### src/rtl/tlp_tx_sched.sv
// tlp_tx_sched: packet-granular scheduler sharing one AXI-Stream TLP TX path
// between two FWFT source FIFOs.
//   Source 0: Ethernet-decapsulated TLPs. Source 1: locally generated TLPs.
// Sources announce each fully written packet with a pkt_done pulse. Whole packets
// are granted round-robin, and the granted FIFO is drained onto the m_* master.
// A beat watchdog forces tlast on beat MAX_BEATS-1 and discards the rest of the
// runaway packet in DRAIN.
// Ports:
//   eth_clk, eth_rst         clock, synchronous active-high reset
//   sN_pkt_done              one-cycle pulse: one complete packet in FIFO N
//   sN_rd_en                 FWFT read strobe to FIFO N
//   sN_empty/tdata/tkeep/tlast  FIFO N head
//   m_tvalid/tready/tdata/tkeep/tlast  AXI-Stream master
//   grant                    source currently or last served
//   busy                     high in SEND or DRAIN
//   err_ovf[1:0]             sticky per-source packet-counter saturation
//   err_trunc                sticky watchdog truncation
// Optional feature: define TLP_TX_SCHED_STRICT_PRIO_EN for fixed priority
// (source 0 wins whenever it is eligible) instead of round-robin.
module tlp_tx_sched #(
  parameter int CNT_W     = 6,
  parameter int MAX_BEATS = 64
) (
  input  logic        eth_clk,
  input  logic        eth_rst,
  input  logic        s0_pkt_done,
  output logic        s0_rd_en,
  input  logic        s0_empty,
  input  logic [63:0] s0_tdata,
  input  logic [7:0]  s0_tkeep,
  input  logic        s0_tlast,
  input  logic        s1_pkt_done,
  output logic        s1_rd_en,
  input  logic        s1_empty,
  input  logic [63:0] s1_tdata,
  input  logic [7:0]  s1_tkeep,
  input  logic        s1_tlast,
  output logic        m_tvalid,
  input  logic        m_tready,
  output logic [63:0] m_tdata,
  output logic [7:0]  m_tkeep,
  output logic        m_tlast,
  output logic        grant,
  output logic        busy,
  output logic [1:0]  err_ovf,
  output logic        err_trunc
);
  typedef enum logic [1:0] {IDLE, SEND, DRAIN} state_t;

  localparam logic [6:0]       LAST_BEAT = 7'(MAX_BEATS - 1);
  localparam logic [CNT_W-1:0] CNT_MAX   = '1;

  state_t                 state_q;
  logic                   grant_q, busy_q, trunc_q;
  logic [6:0]             beat_q;
  logic [1:0][CNT_W-1:0]  cnt_q, cnt_d;
  logic [1:0]             ovf_q, ovf_d;

  // Head of the granted FIFO
  logic        sel_empty, sel_tlast;
  logic [63:0] sel_tdata;
  logic [7:0]  sel_tkeep;
  assign sel_empty = grant_q ? s1_empty : s0_empty;
  assign sel_tlast = grant_q ? s1_tlast : s0_tlast;
  assign sel_tdata = grant_q ? s1_tdata : s0_tdata;
  assign sel_tkeep = grant_q ? s1_tkeep : s0_tkeep;

  logic in_send, in_drain, beat_lim, acc, sel_rd, pkt_end;
  assign in_send  = (state_q == SEND);
  assign in_drain = (state_q == DRAIN);
  assign beat_lim = (beat_q == LAST_BEAT);

  // Datapath is a straight pass-through of the FWFT head, so it holds still
  // under backpressure as long as the FIFO is not read.
  assign m_tvalid = in_send & ~sel_empty;
  assign m_tdata  = in_send ? sel_tdata : '0;
  assign m_tkeep  = in_send ? sel_tkeep : '0;
  assign m_tlast  = in_send & (sel_tlast | beat_lim);
  assign acc      = m_tvalid & m_tready;
  // DRAIN reads blindly to throw away the tail of a truncated packet
  assign sel_rd   = acc | (in_drain & ~sel_empty);
  assign s0_rd_en = sel_rd & ~grant_q;
  assign s1_rd_en = sel_rd &  grant_q;
  // Packet completion: natural or forced tlast accepted
  assign pkt_end  = acc & (sel_tlast | beat_lim);

  assign grant     = grant_q;
  assign busy      = busy_q;
  assign err_ovf   = ovf_q;
  assign err_trunc = trunc_q;

  logic [1:0] inc, dec, elig;
  logic       pick;
  assign inc = {s1_pkt_done, s0_pkt_done};
  assign dec = {pkt_end & grant_q, pkt_end & ~grant_q};
  assign elig = {cnt_q[1] != '0, cnt_q[0] != '0};

`ifdef TLP_TX_SCHED_STRICT_PRIO_EN
  assign pick = ~elig[0];
`else
  // Tie goes to the source not served last
  assign pick = (&elig) ? ~grant_q : ~elig[0];
`endif

  // Complete-packet counters: inc and dec together cancel out
  always_comb begin
    cnt_d = cnt_q;
    ovf_d = ovf_q;
    for (int i = 0; i < 2; i++) begin
      if (inc[i] && !dec[i]) begin
        if (cnt_q[i] == CNT_MAX) ovf_d[i] = 1'b1;
        else                     cnt_d[i] = cnt_q[i] + CNT_W'(1);
      end else if (dec[i] && !inc[i] && cnt_q[i] != '0) begin
        cnt_d[i] = cnt_q[i] - CNT_W'(1);
      end
    end
  end

  always_ff @(posedge eth_clk) begin
    if (eth_rst) begin
      state_q <= IDLE;
      grant_q <= 1'b1;
      busy_q  <= 1'b0;
      beat_q  <= '0;
      cnt_q   <= '0;
      ovf_q   <= '0;
      trunc_q <= 1'b0;
    end else begin
      cnt_q <= cnt_d;
      ovf_q <= ovf_d;
      case (state_q)
        IDLE: if (|elig) begin
          grant_q <= pick;
          beat_q  <= '0;
          busy_q  <= 1'b1;
          state_q <= SEND;
        end
        SEND: if (acc) begin
          beat_q <= beat_q + 7'd1;
          if (sel_tlast) begin
            busy_q  <= 1'b0;
            state_q <= IDLE;
          end else if (beat_lim) begin
            trunc_q <= 1'b1;
            state_q <= DRAIN;
          end
        end
        DRAIN: if (!sel_empty && sel_tlast) begin
          busy_q  <= 1'b0;
          state_q <= IDLE;
        end
        default: state_q <= IDLE;
      endcase
    end
  end
endmodule

### config.mk
export PLATFORM = sky130hd
export DESIGN_NAME = tlp_tx_sched
export DESIGN_NICKNAME = d
export VERILOG_FILES = /design/src/rtl/tlp_tx_sched.sv
export SDC_FILE = /design/constraint.sdc
export NUM_CORES = 1
export LEC_CHECK = 0
export ABC_CLOCK_PERIOD_IN_PS = 3500
export CAP_MARGIN = 5
export CORE_MARGIN = 2
export CORE_UTILIZATION = 35
export DETAILED_ROUTE_END_ITERATION = 7
export PLACE_DENSITY = 0.9
export SKIP_CTS_REPAIR_TIMING = 1
export SLEW_MARGIN = 20
export SYNTH_ARGS = -nofsm -noshare
export SYNTH_HDL_FRONTEND = slang
export SYNTH_SLANG_ARGS = --single-unit
### constraint.sdc
create_clock -name eth_clk -period 3.5 [get_ports eth_clk]
set_clock_uncertainty 0.2 [all_clocks]
set_input_delay 0.7 -clock eth_clk [delete_from_list [all_inputs] [get_ports eth_clk]]
set_output_delay 0.7 -clock eth_clk [all_outputs]
set_load 0.05 [all_outputs]
=== After elaboration in Yosys (flattened, before gate mapping) ===
Cells that the tools add are included.

* Bits in registers: 26
* Bits in latches: 0
* Memory bits (writable): 0
* Bits in read-only memories: 0
* Input port bits: 153
* Output and inout port bits: 81
* Logic and storage cells: 98
* Memories: 0

* Add/sub/neg operators: 5
* $mul: 0
* Divide/modulo/power cells: 0
* $lt $le $gt $ge: 0
* Eq/ne operators: 12
* Shift operators: 0
* Mux-type cells: 27
* Bitwise operators: 15
* Reductions and logical operators: 30

{| class="wikitable"
|+ Operators with widths
! kind !! count
|-
| two-way mux 64 bit || 2
|-
| two-way mux 6 bit || 6
|-
| two-way mux 8 bit || 2
|-
| two-way mux 7 bit || 2
|-
| case mux 7 bit (2 select lines) || 1
|-
| adder 6 x 1 -> 6 bit (second input constant) || 2
|-
| == test 6 bit (second input constant) || 2
|-
| AND reduction 2 bit || 6
|-
| nonzero test 6 bit || 2
|-
| subtractor 6 x 1 -> 6 bit (second input constant) || 2
|-
| two-way mux 2 bit || 5
|-
| bitwise AND 1 bit || 9
|-
| != test 2 bit (second input constant) || 4
|-
| AND reduction 4 bit || 2
|-
| adder 7 x 1 -> 7 bit (second input constant) || 1
|-
| == test 7 x 6 -> 1 bit (second input constant) || 1
|-
| logical AND 1 bit || 7
|-
| two-way mux 1 bit || 7
|-
| case mux 2 bit (3 select lines) || 1
|-
| nonzero test 2 bit || 3
|-
| logical NOT 1 bit || 5
|-
| AND reduction 5 bit || 1
|-
| != test 2 x 1 -> 1 bit (second input constant) || 2
|-
| NOT 1 bit || 4
|-
| other kinds (9) || 10
|}

=== Logic depth before layout (Yosys ltp) ===
Gate-level depths: netlist (run 1).

* Depth after elaboration: 10
* Gate-level depth with buffers: 11
* Depth with buffers taken out: 11

=== Worst setup path before layout (run 1) ===
No wires, ideal clock.

* Kind: flip-flop to output port
* Start: reg grant_q (netlist: grant)
* End: out s1_rd_en
* Arrival: 2.702 ns
* Required time: 2.600 ns
* Setup slack: -0.102 ns
* Cell stages (with the launch flop): 5
* Cell sequence: dfxtp_1 -> buf_2 -> buf_2 -> buf_1 -> a21boi_0

* Cells in the longest elaborated chain, start to end: 6
* Elaborated cells between the ends (all ways): 7
* Classes of those cells: mux: 1; bitwise: 6

{| class="wikitable"
|+ RTL lines
! item !! RTL line !! RTL
|-
| start: declaration || 54 || <nowiki>logic grant_q, busy_q, trunc_q;</nowiki>
|-
| start signal: assignment || 133 || <nowiki>grant_q <= pick;</nowiki>
|-
| two-way mux 1 bit || 63 || <nowiki>assign sel_empty = grant_q ? s1_empty : s0_empty;</nowiki>
|-
| NOT 1 bit || 75, 81 ||
|-
| bitwise AND 1 bit || 75 || <nowiki>assign m_tvalid = in_send & ~sel_empty;</nowiki>
|-
| bitwise AND 1 bit || 79 || <nowiki>assign acc = m_tvalid & m_tready;</nowiki>
|-
| OR 1 bit || 81 || <nowiki>assign sel_rd = acc | (in_drain & ~sel_empty);</nowiki>
|-
| bitwise AND 1 bit * || 83 || <nowiki>assign s1_rd_en = sel_rd & grant_q;</nowiki>
|-
| end: declaration || 33 || <nowiki>output logic s1_rd_en,</nowiki>
|}

Every way passes the cells marked *; elsewhere a longest branch is shown, timed or not.

=== Worst setup path after layout (run 1) ===
* Start: reg beat_q[0]
* End: reg cnt_q[5] (netlist bit)

* Cells in the longest elaborated chain, start to end: 8
* Elaborated cells between the ends (all ways): 12
* Classes of those cells: eq/ne: 2; mux: 1; bitwise: 3; reduce/logical: 6

{| class="wikitable"
|+ RTL lines
! item !! RTL line !! RTL
|-
| start: declaration || 55 || <nowiki>logic [6:0] beat_q;</nowiki>
|-
| start signal: assignment || 139 || <nowiki>beat_q <= beat_q + 7'd1;</nowiki>
|-
| == test 7 x 6 -> 1 bit * || 71 || <nowiki>assign beat_lim = (beat_q == LAST_BEAT);</nowiki>
|-
| OR 1 bit * || 85 || <nowiki>assign pkt_end = acc & (sel_tlast | beat_lim);</nowiki>
|-
| bitwise AND 1 bit * || 85 ||
|-
| bitwise AND 1 bit * || 95 || <nowiki>assign dec = {pkt_end & grant_q, pkt_end & ~grant_q};</nowiki>
|-
| logical NOT 1 bit / logical AND 1 bit (equally long branches) || 110, 113 ||
|-
| logical AND 1 bit, on equally long branches || 110, 113 ||
|-
| != test 2 bit (no line) / nonzero test 2 bit (equally long branches) || n/a ||
|-
| AND reduction 2 bit (no line) || n/a ||
|-
| end signal: assignment || 129 || <nowiki>cnt_q <= cnt_d;</nowiki>
|-
| end: declaration || 56 || <nowiki>logic [1:0][CNT_W-1:0] cnt_q, cnt_d;</nowiki>
|}

Marked as above.
A chain may end at the register's enable or synchronous reset.

==> results of run 1 <==
[flip-flops by register name, summed over array words and instances, names as in the netlist]
| register | cells |
|---|---|
| err_trunc | 1 |
| beat_q | 7 |
| grant | 1 |
| cnt_q | 12 |
| state_q | 2 |
| err_ovf | 2 |
| busy | 1 |
[area by class of cell]
cell class                      instances  area [µm²]
Multi-Input combinational cell        328        2460
Sequential cell                        26         524
Fill cell                             722        3020
Inverter                               11        41.3
Clock buffer                            4        55.1
Timing Repair Buffer                  245        2440
Tap cell                              108         135
[per-layer routing]
metal  track usage [%]  routed length [µm]  share of wire, %
met5                 0                   0                 0
met1              30.1                5140                41
met4              5.27                 267               2.1
met2              43.8                6520                52
met3              2.58                 568               4.5
[report_power, final]
part	switching (mW)	internal, mW
registers	0.0832	0.340
logic	1.86	1.23
clock network	0.107	0.101
total	2.05	1.67
[path summary, 6_finish.rpt]
check,to,start,slack [ps],cells after the start
min reg2reg,err_ovf[0],err_ovf[0],260,2
max,cnt_q[5],beat_q[0],170,10
max reg2reg,cnt_q[5],beat_q[0],170,10
min,err_ovf[0],err_ovf[0],260,2
[logic make-up (layout without fill, tap and decap cells)]
logic type / count (synthesis) / count (layout) / synth area share [%]
compound gates: 70 / 70 / 14.8
xor+xnor: 5 / 5 / 1.41
fa+ha+maj: 16 / 16 / 6.94
buf+inv: 33 / 260 / 4.23
flops: 26 / 26 / 16.8
mux: 78 / 78 / 25.3
simple gates: 159 / 159 / 30.5
[per-stage QoR]
stage               TNS [ps]  utilization [%]  hold slack [ps]  setup slack [ps]  instances
floorplan                  0                -              238               255        387
global placement           0             64.4              240               149        718
detailed placement     -63.3             64.4              240             -63.3        718
CTS                        0             65.0              260              75.5        722
global route               0             65.2              299              27.1        722
finish                     0             65.2              260               173        722
[layout by cell type, fill, tap and decap left out, drive strengths merged, types with 3 or more instances in the layout]
cell type	netlist	layout
nor4	4	4
or2	3	3
inv	10	10
clkdlybuf4s50	0	210
nor2	13	13
dlymetal6s2s	0	3
mux2i	77	77
nand3	12	12
nand2b	6	6
ha	14	14
and3	3	3
a21o	3	3
a211oi	4	4
nand2	20	20
a21oi	23	23
a22o	3	3
nor3	9	9
dfxtp	26	26
xnor2	3	3
clkbuf	11	4
nor2b	75	75
or4	4	4
o21a	4	4
buf	11	32
o21ai	13	13
[worst max-delay path: cells and delay by family, from the launching register on]
family                   cells  cell delay [ps]
flip-flops                   1              440
adder cells (fa/ha/maj)      2              600
AO/OA/AOI/OAI                5             1310
AND/OR/NAND/NOR              3              660
==> results.json, run 1 <==
{
  "cts_sinks": 26,
  "worstPathMaxFanout": 6,
  "initial_utilization_pct": 35.8,
  "cts-root-buf": "clkbuf_8",
  "worstHoldPathType": "reg2reg",
  "synth_cell_type_count": 56,
  "drt_wl_total_um": 12500,
  "grt_pass1_vias": 3663,
  "synth_warnings": 0,
  "drtPass1Iterations": 4,
  "post_drt_wl_per_cell_um": 17.3,
  "ir_drop_mv": 0.312,
  "synth-async-reset-ratio_pct": 0,
  "fp.coreArea_um2": 8680,
  "synth_area_leaders": "mux2i_1 25%, dfxtp_1 17%, nor2b_1 15%, ha_1 5.6%, a21oi_1 3.7%",
  "n_antenna_cell": 0,
  "netlist.area_leader.share_pct": 24.8,
  "ys_top_cells_by_count": "77 x mux2i_1, 75 x nor2b_1, 26 x dfxtp_1",
  "die_y_um": 98.2,
  "die_area_um2": 9630,
  "start_kind": "flip-flop",
  "cpPeakStageDelay_ps": 690,
  "clk_latency_ps": 280,
  "nNetsFinal": 784,
  "rsz0062_at_grt": "false",
  "max_cap_viol_count": 0,
  "clock.fmax_ghz": 0.301,
  "die_w_um": 98.2,
  "synth_area_leader_cell": "mux2i_1",
  "status": "completed",
  "hold_viol_final": 0,
  "ys_seq_area_share_pct": 16.8,
  "cp_slowest_cell": "o21ai_0",
  "drive_gt1_share_pct": 7.98,
  "synth_area_per_cell_um2": 8.02,
  "tightest_slew_ps": 827,
  "synth-seq-cells": 26,
  "fin_crit_sh_pct": 95.0,
  "vias_per_cell": 5.22,
  "ant_nets": 0,
  "area_growth_pct": 82.5,
  "rows": 34,
  "drt-initial-drc-count": 142,
  "slew_viol_final": 0,
  "portBuffers": 233,
  "placed_cell_area_um2": 5590,
  "grt_antenna_before_repair": 0,
  "io_pins": 234,
  "critPathKind": "reg2reg",
  "synth_flop_cell": "dfxtp_1",
  "synth_cells": 387,
  "p_leak_nw": 2.57,
  "syn-cell-area_um2": 3100,
  "path_cells": "ha_1 > and3_1 > a21oi_1 > o21ai_0 > ha_1 > o21ai_0 > o21a_1 > or2_2 > nand3_1 > o211ai_1",
  "crit_required_ps": 3470,
  "pwr_density_cell_nw_per_um2": 658,
  "cts.htree.levels": 1,
  "dp_hpwl_um": 10500,
  "grt_pass1_wl_um": 18900,
  "grt_start_max_net_pins": 54,
  "routabilityCongestion": 0.884,
  "max_slew_margin_pct": 44.3,
  "vias": 3771,
  "crit_arrival_ps": 3300,
  "remaining_drc_errors": 0,
  "cts_tree": "done",
  "cp-end-kind": "flip-flop",
  "clk_path_buf_depth": 2,
  "syn_nets": 556,
  "overflow": 0,
  "synth_edf_count": 0,
  "yosysMostFrequentCell": "mux2i_1",
  "power_mw": 3.72,
  "period_needed_ps": 3330,
  "clk_pin_slew_ps": 100,
  "postLayoutCellArea_um2": 5660,
  "cts_buffers": 3,
  "setup_violations": 0,
  "grt_util_all_layers_pct": 23.9
}
No activity file was read; power rests on OpenSTA's default activity.
==> run 2: changes to the inputs <==
--- a/config.mk
+++ b/config.mk
@@ -5,7 +5,6 @@
 export SDC_FILE = /design/constraint.sdc
 export NUM_CORES = 1
 export LEC_CHECK = 0
-export ABC_CLOCK_PERIOD_IN_PS = 3500
 export CAP_MARGIN = 5
 export CORE_MARGIN = 2
 export CORE_UTILIZATION = 35
==> results of run 2 <==
No change in the layout: final DEF, timing and power equal those of run 1.
==> run 3: changes to the inputs <==
--- a/config.mk
+++ b/config.mk
@@ -5,11 +5,12 @@
 export SDC_FILE = /design/constraint.sdc
 export NUM_CORES = 1
 export LEC_CHECK = 0
+export ABC_AREA = 1
 export CAP_MARGIN = 5
 export CORE_MARGIN = 2
-export CORE_UTILIZATION = 35
+export CORE_UTILIZATION = 32
 export DETAILED_ROUTE_END_ITERATION = 7
-export PLACE_DENSITY = 0.9
+export PLACE_DENSITY = 0.88
 export SKIP_CTS_REPAIR_TIMING = 1
 export SLEW_MARGIN = 20
 export SYNTH_ARGS = -nofsm -noshare
==> results.json, run 3 <==
{
  "vias_per_cell": 4.97,
  "pwr_density_cell_nw_per_um2": 806,
  "startpoint": "s0_tlast",
  "synth-async-reset-ratio_pct": 0,
  "io_pins": 234,
  "rsz0062_at_grt": "false",
  "synth_fa_ha_area_share_pct": 8.00,
  "grt_pass1_vias": 3551,
  "status": "completed",
  "synth_area_leaders": "nor2_1 25%, dfxtp_1 19%, o21ai_0 15%, ha_1 6.5%, nand2_1 6.3%",
  "overflow": 0,
  "synth_cells": 485,
  "hold_viol_final": 0,
  "portBuffers": 233,
  "synth_area_leader_cell": "nor2_1",
  "yosysMostFrequentCell": "nor2_1",
  "synth_xor_area_share_pct": 2.60,
  "grt_pass1_wl_um": 17100,
  "die_y_um": 95.7,
  "grt_start_max_net_pins": 77,
  "synth_cell_type_count": 27,
  "cts_buffers": 3,
  "clk_pin_slew_ps": 90,
  "remaining_drc_errors": 0,
  "die_w_um": 95.7,
  "clk_latency_ps": 270,
  "final_cell_mix": "177 x nor2_1, 157 x clkdlybuf4s50_1, 83 x o21ai_0",
  "synth_edf_count": 0,
  "ys_seq_area_share_pct": 19.3,
  "r2r_start": "grant",
  "ys_top_cells_by_count": "177 x nor2_1, 83 x o21ai_0, 45 x nand2_1",
  "cts-root-buf": "clkbuf_8",
  "synth-seq-cells": 26,
  "grt_antenna_before_repair": 0,
  "cts.htree.levels": 1,
  "cts_tree": "done",
  "ir_drop_mv": 0.416,
  "synth_flop_cell": "dfxtp_1",
  "n_antenna_cell": 0,
  "clock.fmax_ghz": 0.316,
  "crit_required_ps": 3480,
  "setup_violations": 0,
  "period_needed_ps": 3170,
  "die_area_um2": 9160,
  "synth_area_per_cell_um2": 5.55,
  "reg.largest.list": "cnt_q: 12 flops, beat_q: 7 flops",
  "netlist.area_leader.share_pct": 24.7,
  "syn-cell-area_um2": 2690,
  "synth_warnings": 0,
  "fp.coreArea_um2": 8180,
  "dp_hpwl_um": 9580,
  "synthMuxAreaShare_pct": 0,
  "cp-end-kind": "flip-flop",
  "area_growth_pct": 91.0,
  "dp_cells": 799,
  "worstPathMaxFanout": 7,
  "syn_nets": 654,
  "max_cap_viol_count": 0,
  "drtPass1Iterations": 8,
  "synthSimpleGateAreaFrac_pct": 38.1,
  "largest_register_ffs": 12,
  "critPathKind": "in2reg",
  "vias": 3991,
  "routabilityCongestion": 0.854,
  "cts_sinks": 26,
  "postLayoutCoreUtil_pct": 62.9,
  "nNetsFinal": 868,
  "drive_gt1_share_pct": 13.6,
  "stdcell_count": 803,
  "slew_viol_final": 0,
  "start_kind": "input port",
  "tightest_slew_ps": 601,
  "drt_wl_total_um": 11800,
  "rr_worst_depth": 15,
  "regMostFlops": "cnt_q",
  "final_common_cell": "nor2_1",
  "max_slew_margin_pct": 60.0,
  "grt_util_all_layers_pct": 23.6,
  "fin_crit_sh_pct": 90.5,
  "worstHoldPathType": "reg2reg",
  "crit_arrival_ps": 3150,
  "power_mw": 4.15,
  "p_leak_nw": 2.24,
  "rows": 33,
  "synth_top_family_by_area": "simple AND/OR/NAND/NOR gates",
  "initial_utilization_pct": 32.9,
  "clk_path_buf_depth": 2,
  "crit_path_end": "cnt_q[5]",
  "regToRegEndpoint": "cnt_q[5]",
  "rrSetupSlack_ps": 390,
  "ant_nets": 0,
  "setup_tns_ps": 0,
  "post_drt_wl_per_cell_um": 14.7,
  "drt-initial-drc-count": 153,
  "synth_compound_area_share_pct": 23.7
}
run 3: changes by cell type after synthesis, moves of 5 or more:
| cell | previous run | this run |
|---|---|---|
| buf_1 | 5 | 0 |
| nor2_1 | 13 | 177 |
| nand2_1 | 20 | 45 |
| clkbuf_1 | 11 | 24 |
| o21ai_0 | 13 | 83 |
| nor2b_1 | 75 | 0 |
| inv_1 | 10 | 26 |
| nand2b_1 | 6 | 0 |
| mux2i_1 | 77 | 0 |
| o21ai_1 | 0 | 12 |
run 3: kinds of logic (layout without fill, tap and decap cells):
logic type / Yosys count / in the layout
buffers and inverters: 57 / 270
DFF: 26 / 26
and+or+nand+nor: 253 / 253
adders and majority gates: 16 / 16
AOI/OAI and AO/OA: 125 / 125
xor gates and xnor gates: 8 / 8
run 3: how the worst min path moves through the flow:
stage / startpoint / to / cells after the start
after floorplan: cnt_q[6] / cnt_q[6] / 1
after global placement: err_ovf[0] / err_ovf[0] / 1
after detailed placement: err_trunc / err_trunc / 2
after CTS: err_trunc / err_trunc / 2
after global routing: err_ovf[0] / err_ovf[0] / 1
final: err_trunc / err_trunc / 2
run 3: area by class of cell:
type	count	area, µm²
clock buffer	4	55.1
fill	714	3030
inverter	29	109
multi-input combinational	402	1950
sequential	26	522
tap	105	131
timing repair buffer	237	2370
run 3: through the flow:
stage | hold slack [ps] | cell area, µm² | worst slack [ps]
after floorplan | 247 | 2690 | 477
after global placement | 255 | 5090 | 289
after detailed placement | 257 | 5090 | 132
after CTS | 280 | 5140 | 409
after global routing | 305 | 5140 | 119
final | 274 | 5140 | 332
run 3: routing by layer:
metal / global-route usage [%] / share of wire [%]
met5: 0 / 0
met4: 5.83 / 2.0
met3: 4.46 / 8.2
met2: 44.5 / 52
met1: 27.3 / 37
run 3: critical path: stages:
cell	delay (ps)
clkdlybuf4s50_1	410
o21ai_1	280
nand2_2	150
nand3_2	120
nand2_1	190
ha_1	400
a21oi_1	210
o21ai_0	120
nor2_1	160
nand3_1	140
nand2_1	90
nor2_1	40
nor2_1	80
nor2_1	50
run 3: power breakdown:
group / switching, mW / internal (mW)
Clock: 0.0939 / 0.101
Sequential: 0.0861 / 0.355
Combinational: 2.36 / 1.15
